**src/rtl/redirect_ctrl_pkg.sv**
```systemverilog
`default_nettype none
// +--------------------------------------------------------------------+
// | redirect_pkg                                                        |
// | Shared types and constants for the fetch redirect sequencer.        |
// | Rev 1.0                                                             |
// +--------------------------------------------------------------------+
package redirect_pkg;

  typedef enum logic [1:0] {
    IDLE   = 2'd0,
    ISSUE  = 2'd1,
    SETTLE = 2'd2
  } redir_state_t;

  localparam int          TAG_W   = 4;
  localparam logic [31:0] ZERO_PC = 32'h0000_0000;

  // Fetch works on word-aligned addresses; low bits are discarded.
  function automatic logic [31:0] align_pc(input logic [31:0] pc);
    return {pc[31:2], 2'b00};
  endfunction

endpackage
`default_nettype wire

```
**src/rtl/redirect_ctrl_if.sv**
```systemverilog
`default_nettype none
// +--------------------------------------------------------------------+
// | redirect_ctrl_if                                                    |
// | Request/redirect bundle between execute/exception logic and fetch.  |
// | Rev 1.0                                                             |
// +--------------------------------------------------------------------+
interface redirect_ctrl_if #(
  parameter int TAG_W = 4
);
  logic             jump_req;
  logic [31:0]      jump_target;
  logic [TAG_W-1:0] jump_tag;
  logic             trap_req;
  logic [31:0]      trap_vector;
  logic [TAG_W-1:0] trap_tag;
  logic [31:0]      NewPC;
  logic [TAG_W-1:0] epoch;
  logic             squash;
  logic             busy;
  logic             err_zero_target;
  logic [7:0]       stale_cnt;

  modport master (
    output jump_req, jump_target, jump_tag, trap_req, trap_vector, trap_tag,
    input  NewPC, epoch, squash, busy, err_zero_target, stale_cnt
  );

  modport slave (
    input  jump_req, jump_target, jump_tag, trap_req, trap_vector, trap_tag,
    output NewPC, epoch, squash, busy, err_zero_target, stale_cnt
  );
endinterface
`default_nettype wire

```
**src/rtl/redirect_ctrl_sat_counter.sv**
```systemverilog
`default_nettype none
// +--------------------------------------------------------------------+
// | sat_counter                                                         |
// | 8-bit saturating up-counter with synchronous active-low clear.      |
// | Rev 1.0                                                             |
// +--------------------------------------------------------------------+
module sat_counter (
  input  logic       clk,
  input  logic       clr_n,
  input  logic       inc,
  output logic [7:0] count
);
  logic [7:0] count_q;
  logic [7:0] count_d;

  always_comb begin
    count_d = count_q;
    if (inc && (count_q != 8'hFF)) begin
      count_d = count_q + 8'd1;
    end
  end

  always_ff @(posedge clk) begin
    if (!clr_n) begin
      count_q <= 8'd0;
    end else begin
      count_q <= count_d;
    end
  end

  assign count = count_q;
endmodule
`default_nettype wire

```
**src/rtl/redirect_ctrl.sv**
```systemverilog
`default_nettype none
// +--------------------------------------------------------------------+
// | redirect_ctrl                                                       |
// | Filters jump/trap requests by epoch and issues one-cycle NewPC      |
// | pulses to fetch, with a blanking window and one pending slot.       |
// | Rev 1.0                                                             |
// +--------------------------------------------------------------------+
module redirect_ctrl
  import redirect_pkg::*;
#(
  parameter int BLANK_CYCLES = 2,
  parameter int TAG_W        = redirect_pkg::TAG_W
) (
  input  logic             clk,
  input  logic             reset,
  redirect_ctrl_if.slave   bus
);

  redir_state_t     state_q, state_d;
  logic [2:0]       cnt_q, cnt_d;
  logic [TAG_W-1:0] epoch_q, epoch_d;
  logic [31:0]      newpc_q, newpc_d;
  logic             squash_q, squash_d;
  logic             busy_q, busy_d;
  logic             err_q, err_d;
  logic             pend_valid_q, pend_valid_d;
  logic             pend_trap_q, pend_trap_d;
  logic [31:0]      pend_target_q, pend_target_d;

  logic             valid_jump, valid_trap, stale_hit;
  logic             sel_valid, sel_zero, accept, take;
  logic [31:0]      sel_target;
  logic             mrg_valid, mrg_trap;
  logic [31:0]      mrg_target;

  always_comb begin
    valid_jump = bus.jump_req && (bus.jump_tag == epoch_q);
    valid_trap = bus.trap_req && (bus.trap_tag == epoch_q);
    stale_hit  = (bus.jump_req && (bus.jump_tag != epoch_q)) ||
                 (bus.trap_req && (bus.trap_tag != epoch_q));
    sel_valid  = valid_trap || valid_jump;
    sel_target = align_pc(valid_trap ? bus.trap_vector : bus.jump_target);
    sel_zero   = (sel_target == ZERO_PC);
    accept     = sel_valid && !sel_zero;
    // Older request wins unless a trap arrives over a pending jump.
    take       = accept && (!pend_valid_q || (valid_trap && !pend_trap_q));
    mrg_valid  = pend_valid_q || accept;
    mrg_trap   = take ? valid_trap : pend_trap_q;
    mrg_target = take ? sel_target : pend_target_q;
  end

  always_comb begin
    state_d       = state_q;
    cnt_d         = cnt_q;
    epoch_d       = epoch_q;
    newpc_d       = ZERO_PC;
    squash_d      = 1'b0;
    err_d         = sel_valid && sel_zero;
    pend_valid_d  = pend_valid_q;
    pend_trap_d   = pend_trap_q;
    pend_target_d = pend_target_q;

    case (state_q)
      IDLE: begin
        if (accept) begin
          state_d  = ISSUE;
          newpc_d  = sel_target;
          squash_d = 1'b1;
          epoch_d  = epoch_q + TAG_W'(1);
        end
      end
      ISSUE: begin
        state_d       = SETTLE;
        cnt_d         = 3'(BLANK_CYCLES);
        pend_valid_d  = mrg_valid;
        pend_trap_d   = mrg_trap;
        pend_target_d = mrg_target;
      end
      SETTLE: begin
        cnt_d         = cnt_q - 3'd1;
        pend_valid_d  = mrg_valid;
        pend_trap_d   = mrg_trap;
        pend_target_d = mrg_target;
        if (cnt_q <= 3'd1) begin
          if (mrg_valid) begin
            state_d      = ISSUE;
            newpc_d      = mrg_target;
            squash_d     = 1'b1;
            epoch_d      = epoch_q + TAG_W'(1);
            pend_valid_d = 1'b0;
            pend_trap_d  = 1'b0;
          end else begin
            state_d = IDLE;
          end
        end
      end
      default: begin
        state_d = IDLE;
      end
    endcase

    busy_d = (state_d != IDLE);
  end

  always_ff @(posedge clk) begin
    if (!reset) begin
      state_q       <= IDLE;
      cnt_q         <= 3'd0;
      epoch_q       <= '0;
      newpc_q       <= ZERO_PC;
      squash_q      <= 1'b0;
      busy_q        <= 1'b0;
      err_q         <= 1'b0;
      pend_valid_q  <= 1'b0;
      pend_trap_q   <= 1'b0;
      pend_target_q <= ZERO_PC;
    end else begin
      state_q       <= state_d;
      cnt_q         <= cnt_d;
      epoch_q       <= epoch_d;
      newpc_q       <= newpc_d;
      squash_q      <= squash_d;
      busy_q        <= busy_d;
      err_q         <= err_d;
      pend_valid_q  <= pend_valid_d;
      pend_trap_q   <= pend_trap_d;
      pend_target_q <= pend_target_d;
    end
  end

  sat_counter u_stale_cnt (
    .clk   (clk),
    .clr_n (reset),
    .inc   (stale_hit),
    .count (bus.stale_cnt)
  );

  assign bus.NewPC           = newpc_q;
  assign bus.epoch           = epoch_q;
  assign bus.squash          = squash_q;
  assign bus.busy            = busy_q;
  assign bus.err_zero_target = err_q;

endmodule
`default_nettype wire

```
**src/flat_wrapper.sv**
```systemverilog
// flat-port wrapper written by rule: the top's interface ports become plain ports
module redirect_ctrl_flat import redirect_pkg::*;
#(
  parameter int BLANK_CYCLES = 2,
  parameter int TAG_W        = redirect_pkg::TAG_W
)
  (clk, reset, bus_jump_req, bus_jump_target, bus_jump_tag, bus_trap_req, bus_trap_vector, bus_trap_tag, bus_NewPC, bus_epoch, bus_squash, bus_busy, bus_err_zero_target, bus_stale_cnt);
  redirect_ctrl_if #(.TAG_W(TAG_W)) bus_i ();
  input  logic clk;
  input  logic reset;
  input wire logic [$bits(bus_i.jump_req)-1:0] bus_jump_req;
  input wire logic [$bits(bus_i.jump_target)-1:0] bus_jump_target;
  input wire logic [$bits(bus_i.jump_tag)-1:0] bus_jump_tag;
  input wire logic [$bits(bus_i.trap_req)-1:0] bus_trap_req;
  input wire logic [$bits(bus_i.trap_vector)-1:0] bus_trap_vector;
  input wire logic [$bits(bus_i.trap_tag)-1:0] bus_trap_tag;
  output wire logic [$bits(bus_i.NewPC)-1:0] bus_NewPC;
  output wire logic [$bits(bus_i.epoch)-1:0] bus_epoch;
  output wire logic [$bits(bus_i.squash)-1:0] bus_squash;
  output wire logic [$bits(bus_i.busy)-1:0] bus_busy;
  output wire logic [$bits(bus_i.err_zero_target)-1:0] bus_err_zero_target;
  output wire logic [$bits(bus_i.stale_cnt)-1:0] bus_stale_cnt;
  assign bus_i.jump_req = bus_jump_req;
  assign bus_i.jump_target = bus_jump_target;
  assign bus_i.jump_tag = bus_jump_tag;
  assign bus_i.trap_req = bus_trap_req;
  assign bus_i.trap_vector = bus_trap_vector;
  assign bus_i.trap_tag = bus_trap_tag;
  assign bus_NewPC = bus_i.NewPC;
  assign bus_epoch = bus_i.epoch;
  assign bus_squash = bus_i.squash;
  assign bus_busy = bus_i.busy;
  assign bus_err_zero_target = bus_i.err_zero_target;
  assign bus_stale_cnt = bus_i.stale_cnt;
  redirect_ctrl #(.BLANK_CYCLES(BLANK_CYCLES), .TAG_W(TAG_W)) u_core (.clk(clk), .reset(reset), .bus(bus_i));
endmodule
```
**config.mk**
```make
export PLATFORM = sky130hd
export DESIGN_NAME = redirect_ctrl_flat
export DESIGN_NICKNAME = d
export VERILOG_FILES = /design/src/rtl/redirect_ctrl_pkg.sv /design/src/rtl/redirect_ctrl_if.sv /design/src/rtl/redirect_ctrl_sat_counter.sv /design/src/rtl/redirect_ctrl.sv /design/src/flat_wrapper.sv
export SDC_FILE = /design/constraint.sdc
export NUM_CORES = 1
export LEC_CHECK = 0
export ABC_CLOCK_PERIOD_IN_PS = 5800
export CAP_MARGIN = 20
export CORE_ASPECT_RATIO = 0.9
export CORE_MARGIN = 2
export CORE_UTILIZATION = 27
export CTS_BUF_LIST = sky130_fd_sc_hd__clkbuf_4
export DETAILED_ROUTE_END_ITERATION = 10
export SLEW_MARGIN = 20
export SYNTH_ARGS = -nofsm -noshare
export SYNTH_HDL_FRONTEND = slang
export SYNTH_SLANG_ARGS = --single-unit
```
**constraint.sdc**
```tcl
create_clock -name clk -period 5.8 [get_ports clk]
set_input_delay 1.16 -clock clk [delete_from_list [all_inputs] [get_ports clk]]
set_output_delay 1.16 -clock clk [all_outputs]
set_load 0.005 [all_outputs]
```
* Word level (Yosys, flattened, before mapping)
Cells that the tools add are included.
** Cells by class
- Equal/unequal tests :: 10
- Mux-type cells :: 25
- $add $sub $neg :: 3
- Reduce and logical (&&, ||, !) cells :: 23
- Order comparisons :: 1
** Operators by type and width (count)
- 2-to-1 mux 32 bit :: 5
- one-hot mux 32 bit (2 select lines) :: 1
- zero test 30 bit :: 1
- 2-to-1 mux 4 bit :: 3
- logical AND 1 bit :: 9
- adder 8 x 1 -> 8 bit, second input constant :: 1
- equality test 4 bit :: 2
- 2-to-1 mux 1 bit :: 8
- inequality test 4 bit :: 2
- inequality test 8 bit, second input constant :: 1
- one-hot mux 4 bit (2 select lines) :: 1
- inequality test 2 x 1 -> 1 bit, second input constant :: 3
- one-hot mux 1 bit (2 select lines) :: 3
- one-hot mux 2 bit (3 select lines) :: 1
- one-hot mux 3 bit (2 select lines) :: 1
- nonzero test 2 bit :: 3
- adder 4 x 1 -> 4 bit, second input constant :: 1
- logical OR 1 bit :: 4
- 2-to-1 mux 2 bit :: 2
- AND reduction 4 bit :: 1
- <= comparator 3 x 1 -> 1 bit, second input constant :: 1
- zero test 1 bit :: 3
- subtractor 3 x 1 -> 3 bit, second input constant :: 1
- equality test 2 x 1 -> 1 bit, second input constant :: 1
- 3 further kinds :: 3
** Word-level totals
- Register bits :: 86

* Logic depth before layout (Yosys ltp)
- Depth after elaboration :: 11
- Gate-level depth with buffers :: 9
- Gate-level depth less buffers :: 8

* By module
A second synthesis with hierarchy kept.
** Second synthesis, totals
- Cells, all modules :: 413
- Area, all modules :: 3867.5 sq um
** By module, submodules not included
- redirect_ctrl :: area an instance 3463.3 sq um, cells each 366, instances 1, seq. area each 1561.5 sq um
- sat_counter :: area an instance 404.1 sq um, cells each 47, instances 1, seq. area each 160.2 sq um

* Least setup slack after synthesis
OpenSTA, ideal clock, no wires.
- Kind :: input-to-reg
- From :: input bus_trap_vector[25]
- To :: register u_core.epoch_q[0] (netlist: u_core.bus.epoch[0])
- Data arrival time :: 2.628 ns
- Slack :: 3.101 ns
- Path buffers :: 1
- Stages :: 7
- Required time :: 5.728 ns
- Setup time :: 0.072 ns
- Cells stage by stage :: nor4_1 > nand4_1 > o211ai_1 > o31ai_4 > buf_4 > o22ai_1 > mux2i_1
** On the way
- Cells in the longest elaborated chain, start to end :: 7
- Elaborated cells between the ends (all ways) :: 8
- Classes of those cells :: 2 x eq/ne; 1 x mux; 5 x reduce/logical
** RTL lines
- start: declaration :: line flat_wrapper.sv:15 : input wire logic [$bits(bus_i.trap_vector)-1:0] bus_trap_vector;
- 2-to-1 mux 32 bit * :: line redirect_ctrl.sv:42 : sel_target = align_pc(valid_trap ? bus.trap_vector : bus.jump_target);
- zero test 30 bit * :: line redirect_ctrl.sv:43 : sel_zero = (sel_target == ZERO_PC);
- zero test 1 bit * :: line redirect_ctrl.sv:44 : accept = sel_valid && !sel_zero;
- logical AND 1 bit * :: line redirect_ctrl.sv:44
- logical OR 1 bit :: line redirect_ctrl.sv:47 : mrg_valid = pend_valid_q || accept;
- inequality test 2 x 1 -> 1 bit (no line)
- AND reduction 4 bit (no line) *
- end signal: assignment :: line redirect_ctrl.sv:120 : epoch_q <= epoch_d;
- end: declaration :: line redirect_ctrl.sv:21 : logic [TAG_W-1:0] epoch_q, epoch_d;
Mark *: on every way between the ends. The rest lies on a longest branch, timed or not.
A chain may end at the register's enable or synchronous reset.

* Final worst setup path
- From :: input bus_jump_tag[1]
- To :: register u_core.pend_target_q[7]
** On the way
- Cells in the longest elaborated chain, start to end :: 6
** RTL lines
- start: declaration :: line flat_wrapper.sv:13 : input wire logic [$bits(bus_i.jump_tag)-1:0] bus_jump_tag;
- equality test 4 bit :: line redirect_ctrl.sv:37 : valid_jump = bus.jump_req && (bus.jump_tag == epoch_q);
- logical AND 1 bit :: line redirect_ctrl.sv:37
- logical OR 1 bit :: line redirect_ctrl.sv:41 : sel_valid = valid_trap || valid_jump;
- logical AND 1 bit :: line redirect_ctrl.sv:44
- logical AND 1 bit :: line redirect_ctrl.sv:46 : take = accept && (!pend_valid_q || (valid_trap && !pend_trap_q));
- 2-to-1 mux 32 bit :: line redirect_ctrl.sv:49 : mrg_target = take ? sel_target : pend_target_q;
- end signal: assignment :: line redirect_ctrl.sv:127 : pend_target_q <= pend_target_d;
- end: declaration :: line redirect_ctrl.sv:28 : logic [31:0] pend_target_q, pend_target_d;
Every way passes these cells.

==> parameters.txt <==
Parameter                              Value

Setup path
  Arrival time worst endpoint ... 4450 ps
  Class of the most critical setup path ... in -> reg
  Peak fanout along the critical path ... 32
  Required time of the critical path ... 6090 ps
  CP startpoint kind ... primary input
  Type of element capturing the critical path ... flip-flop

Synthesis
  Number of flops mapped to enable cells by yosys ... 0
  Sequential element share of the synthesized area ... 0.4374
  Share of flip-flops with an asynchronous set or reset ... 0
  Yosys synthesis warning count ... 0
  Post-Syn Instances ... 388
  Synthesized area per cell ... 10.15 um2
  Netlist area before placement ... 3936 um2
  Dominant synthesized flop cell ... sky130_fd_sc_hd__dfxtp_1
  Flip-flop and latch count after synthesis ... 86
  Synth Net Count ... 472
  Distinct cells, synth ... 48

Place
  HPWL Detailed ... 8.165 mm
  Buffers added on ports ... 118
  Number of placed instances with taps included ... 678
  Placer's final routability congestion estimate ... 0.8174

Final layout
  Final standard cell utilization of the core ... 0.3794
  N_diodes ... 0
  Area growth, synth to finish ... 36.46%
  Final non-filler cell total ... 693
  Number of inserted filler cells in the final layout ... 1,454
  Number of nets in the layout ... 580
  Fraction of final layout cells sized beyond drive strength 1 ... 0.09800

Floorplan
  Placement Rows ... 41
  Full die area ... 15,560 um2
  Vert. Die Dim ... 118.5 um
  Standard cell core area ... 14,160 um2
  Initial core utilization ... 0.2780
  I/O Pins ... 123
  Die X-Extent ... 131.3 um

Detailed routing
  TritonRoute pass-1 iters ... 4
  Initial detailed-routing violation count ... 158
  Routed Wire Length ... 11.25 mm
  DR WL/cell ... 16.24 um
  Post-detailed-route via-to-cell ratio ... 4.937
  Residual antenna-violating net count after detailed routing ... 0
  Count of unresolved DRC violations after routing ... 0
  Vias after detailed routing ... 3,421

GRT
  Total routing usage reported by global routing ... 0.1483
  Grt total ovfl ... 0
  Pin count of the biggest net entering global routing ... 33
  First-pass GRT wire length ... 18.52 mm
  Initial antenna violation count ... 0
  Vias in the first global route ... 3,587

Pwr
  Clock power frac ... 0.306
  Switching Fraction ... 0.2651
  Largest voltage drop on the vdd net ... 87.27 uV
  Internal cell power ... 811.4 uW
  Static power due to leakage ... 1.963 nW
  Proportion of power drawn by flip-flops and latches ... 0.552
  Power density over the cells ... 205.5 nW/um2
  Total net switching power ... 292.7 uW
  Power share of the combinational group ... 0.142
  Design Power ... 1.104 mW

Clock tree
  Clock latency of the later-clocked register in the worst-skew pair ... 460 ps
  Number of clock buffers inserted by TritonCTS ... 9
  Clock Tree Buf Depth ... 2
  Number of buffers inserted by hold repair at cts ... 0
  CTS root buf ... sky130_fd_sc_hd__clkbuf_4
  Sink count of the clock tree ... 86
  Maximum level of the CTS H-tree ... 3
  Setup Fix Bufs, Post-CTS ... 0
  Clock tree from TritonCTS ... done
  Post-cts repair resize count ... 0
  Clock-pin slew reported for the worst setup and hold paths after clock tree synthesis ... 130 ps

Timing
  Slew headroom ... 0.3540
  Transition time at the pin with the least slew margin ... 965.6 ps
  Highest clock rate ... 240.4 MHz
  Max-slew violation count ... 0
  Final critical delay including setup and external delays ... 4160 ps
  Post-Route Skew ... 22.64 ps
  Final setup vio count ... 0
  RSZ-0062 raised after global routing ... false
  Aggregate negative setup slack ... 0 ps
  Tcrit/Tclk final ... 0.7173
  Hold violation count in the final report ... 0
  WHS ... 441.7 ps

Outcome
  Run status ... finished, final reports clean

Job
  Max_cap viols ... 0

Hold path
  Type of the worst min-delay path ... reg -> reg
stage by stage:
stage,worst slack (ps),instance area (um2)
2_1_floorplan,3101,3936
3_3_place_gp,1257,5240
3_5_place_dp,1210,5240
4_1_cts,1710,5371
5_1_grt,1522,5371
6_report,1640,5371
Yosys cell counts (8+ instances only):
library cell,n,area share
sky130_fd_sc_hd__xor2_1,12,0.027
sky130_fd_sc_hd__nand2_1,19,0.018
sky130_fd_sc_hd__a21oi_1,36,0.046
sky130_fd_sc_hd__buf_2,10,0.013
sky130_fd_sc_hd__mux2i_1,35,0.089
sky130_fd_sc_hd__ha_1,8,0.025
sky130_fd_sc_hd__a211oi_1,13,0.025
sky130_fd_sc_hd__nor4_1,15,0.024
sky130_fd_sc_hd__nor2_1,22,0.021
sky130_fd_sc_hd__inv_1,9,0.0086
sky130_fd_sc_hd__nand3_1,8,0.010
sky130_fd_sc_hd__a211oi_2,19,0.060
sky130_fd_sc_hd__dfxtp_1,86,0.44
sky130_fd_sc_hd__o2bb2ai_1,30,0.067
worst max-delay path: stages:
cell and delay [ps]:
sky130_fd_sc_hd__clkdlybuf4s50_1 420, sky130_fd_sc_hd__xor2_1 160, sky130_fd_sc_hd__nor4_1 470, sky130_fd_sc_hd__nand2_1 170
sky130_fd_sc_hd__o31ai_4 700, sky130_fd_sc_hd__buf_4 390, sky130_fd_sc_hd__and2_2 780, sky130_fd_sc_hd__a211oi_1 190
cells in the final DEF, fill, tap and decap left out, types with 2 or more instances in the layout:
cell                              netlist  final
sky130_fd_sc_hd__a211oi_1              13     13
sky130_fd_sc_hd__inv_1                  9      9
sky130_fd_sc_hd__o21ai_0                3      3
sky130_fd_sc_hd__nand4_1                7      7
sky130_fd_sc_hd__a21oi_1               36     36
sky130_fd_sc_hd__dfxtp_1               86     86
sky130_fd_sc_hd__nand3_1                8      8
sky130_fd_sc_hd__a211oi_2              19     19
sky130_fd_sc_hd__o221ai_1               2      2
sky130_fd_sc_hd__nand2_1               19     18
sky130_fd_sc_hd__nand2b_1               4      4
sky130_fd_sc_hd__and4_1                 2      2
sky130_fd_sc_hd__ha_1                   8      8
sky130_fd_sc_hd__nor4_1                15     15
sky130_fd_sc_hd__mux2i_1               35     35
sky130_fd_sc_hd__o41ai_1                2      2
sky130_fd_sc_hd__o22ai_1                2      2
sky130_fd_sc_hd__clkdlybuf4s50_1        0    118
sky130_fd_sc_hd__o21bai_1               2      2
sky130_fd_sc_hd__o2bb2ai_1             30     30
sky130_fd_sc_hd__clkbuf_4               0      9
sky130_fd_sc_hd__and3_1                 2      2
sky130_fd_sc_hd__clkinv_4               0      2
sky130_fd_sc_hd__o211ai_1               2      2
sky130_fd_sc_hd__clkinv_1               1      2
sky130_fd_sc_hd__nor2_1                22     21
sky130_fd_sc_hd__buf_4                  2      5
sky130_fd_sc_hd__nor2b_1                2      2
sky130_fd_sc_hd__xor2_1                12     12
cells by family (layout without fill, tap and decap cells):
kind of cell | count (synthesis) | after routing | share of synthesized area
muxes | 36 | 36 | 0.09186
DFF | 86 | 86 | 0.4374
xor gates and xnor gates | 14 | 14 | 0.03306
AOI/OAI and AO/OA | 119 | 119 | 0.2419
adders and majority gates | 8 | 8 | 0.02543
and+or+nand+nor | 89 | 89 | 0.1195
buffers and inverters | 36 | 148 | 0.05086
power groups by stage:
stage	clock network (mW)	logic [mW]	registers, mW
6_report	0.338	0.157	0.609
5_1_grt	0.374	0.173	0.611
4_1_cts	0.354	0.158	0.610
3_5_place_dp	0	0.157	0.623
3_3_place_gp	0	0.155	0.622
2_1_floorplan	0	0.0704	0.621
flip-flops by register name, summed over array words and instances (netlist names):
| register | count |
|---|---|
| u_core.pend_valid_q | 1 |
| u_core.bus.busy | 1 |
| u_core.state_q | 2 |
| u_core.bus.epoch | 4 |
| u_core.pend_trap_q | 1 |
| u_core.cnt_q | 3 |
| u_core.pend_target_q | 32 |
| u_core.bus.err_zero_target | 1 |
| u_core.u_stale_cnt.count | 8 |
| u_core.bus.NewPC | 32 |
| u_core.bus.squash | 1 |
metal layers:
layer  vias up  part of all wire  global-route usage
li1       1668                 -                   -
met1      1628              0.44              0.1845
met2       112              0.47              0.2444
met3        13             0.070             0.04934
met4         0             0.014             0.04348
met5         -                 0                   0
area by class of cell:
class,instances,area [um2],share of cell area
Inverter,10,37.54,0.006988
Tap cell,193,241.5,0.04496
Clock buffer,9,67.56,0.01258
Sequential cell,86,1722,0.3205
Multi-Input combinational cell,266,2021,0.3762
Clock inverter,6,63.81,0.01188
Timing Repair Buffer,123,1219,0.2269
worst paths after layout:
check / from / to / slack [ps] / cells past startpoint
worst min-delay path: u_core.pend_target_q[0] / u_core.bus.NewPC[0] / 440 / 2
worst max-delay path: bus_jump_tag[1] / u_core.pend_target_q[7] / 1640 / 8
worst min register to register: u_core.pend_target_q[0] / u_core.bus.NewPC[0] / 440 / 2
worst max register to register: u_core.bus.epoch[0] / u_core.pend_target_q[7] / 2290 / 7
Power figures use the tool's default switching activity.
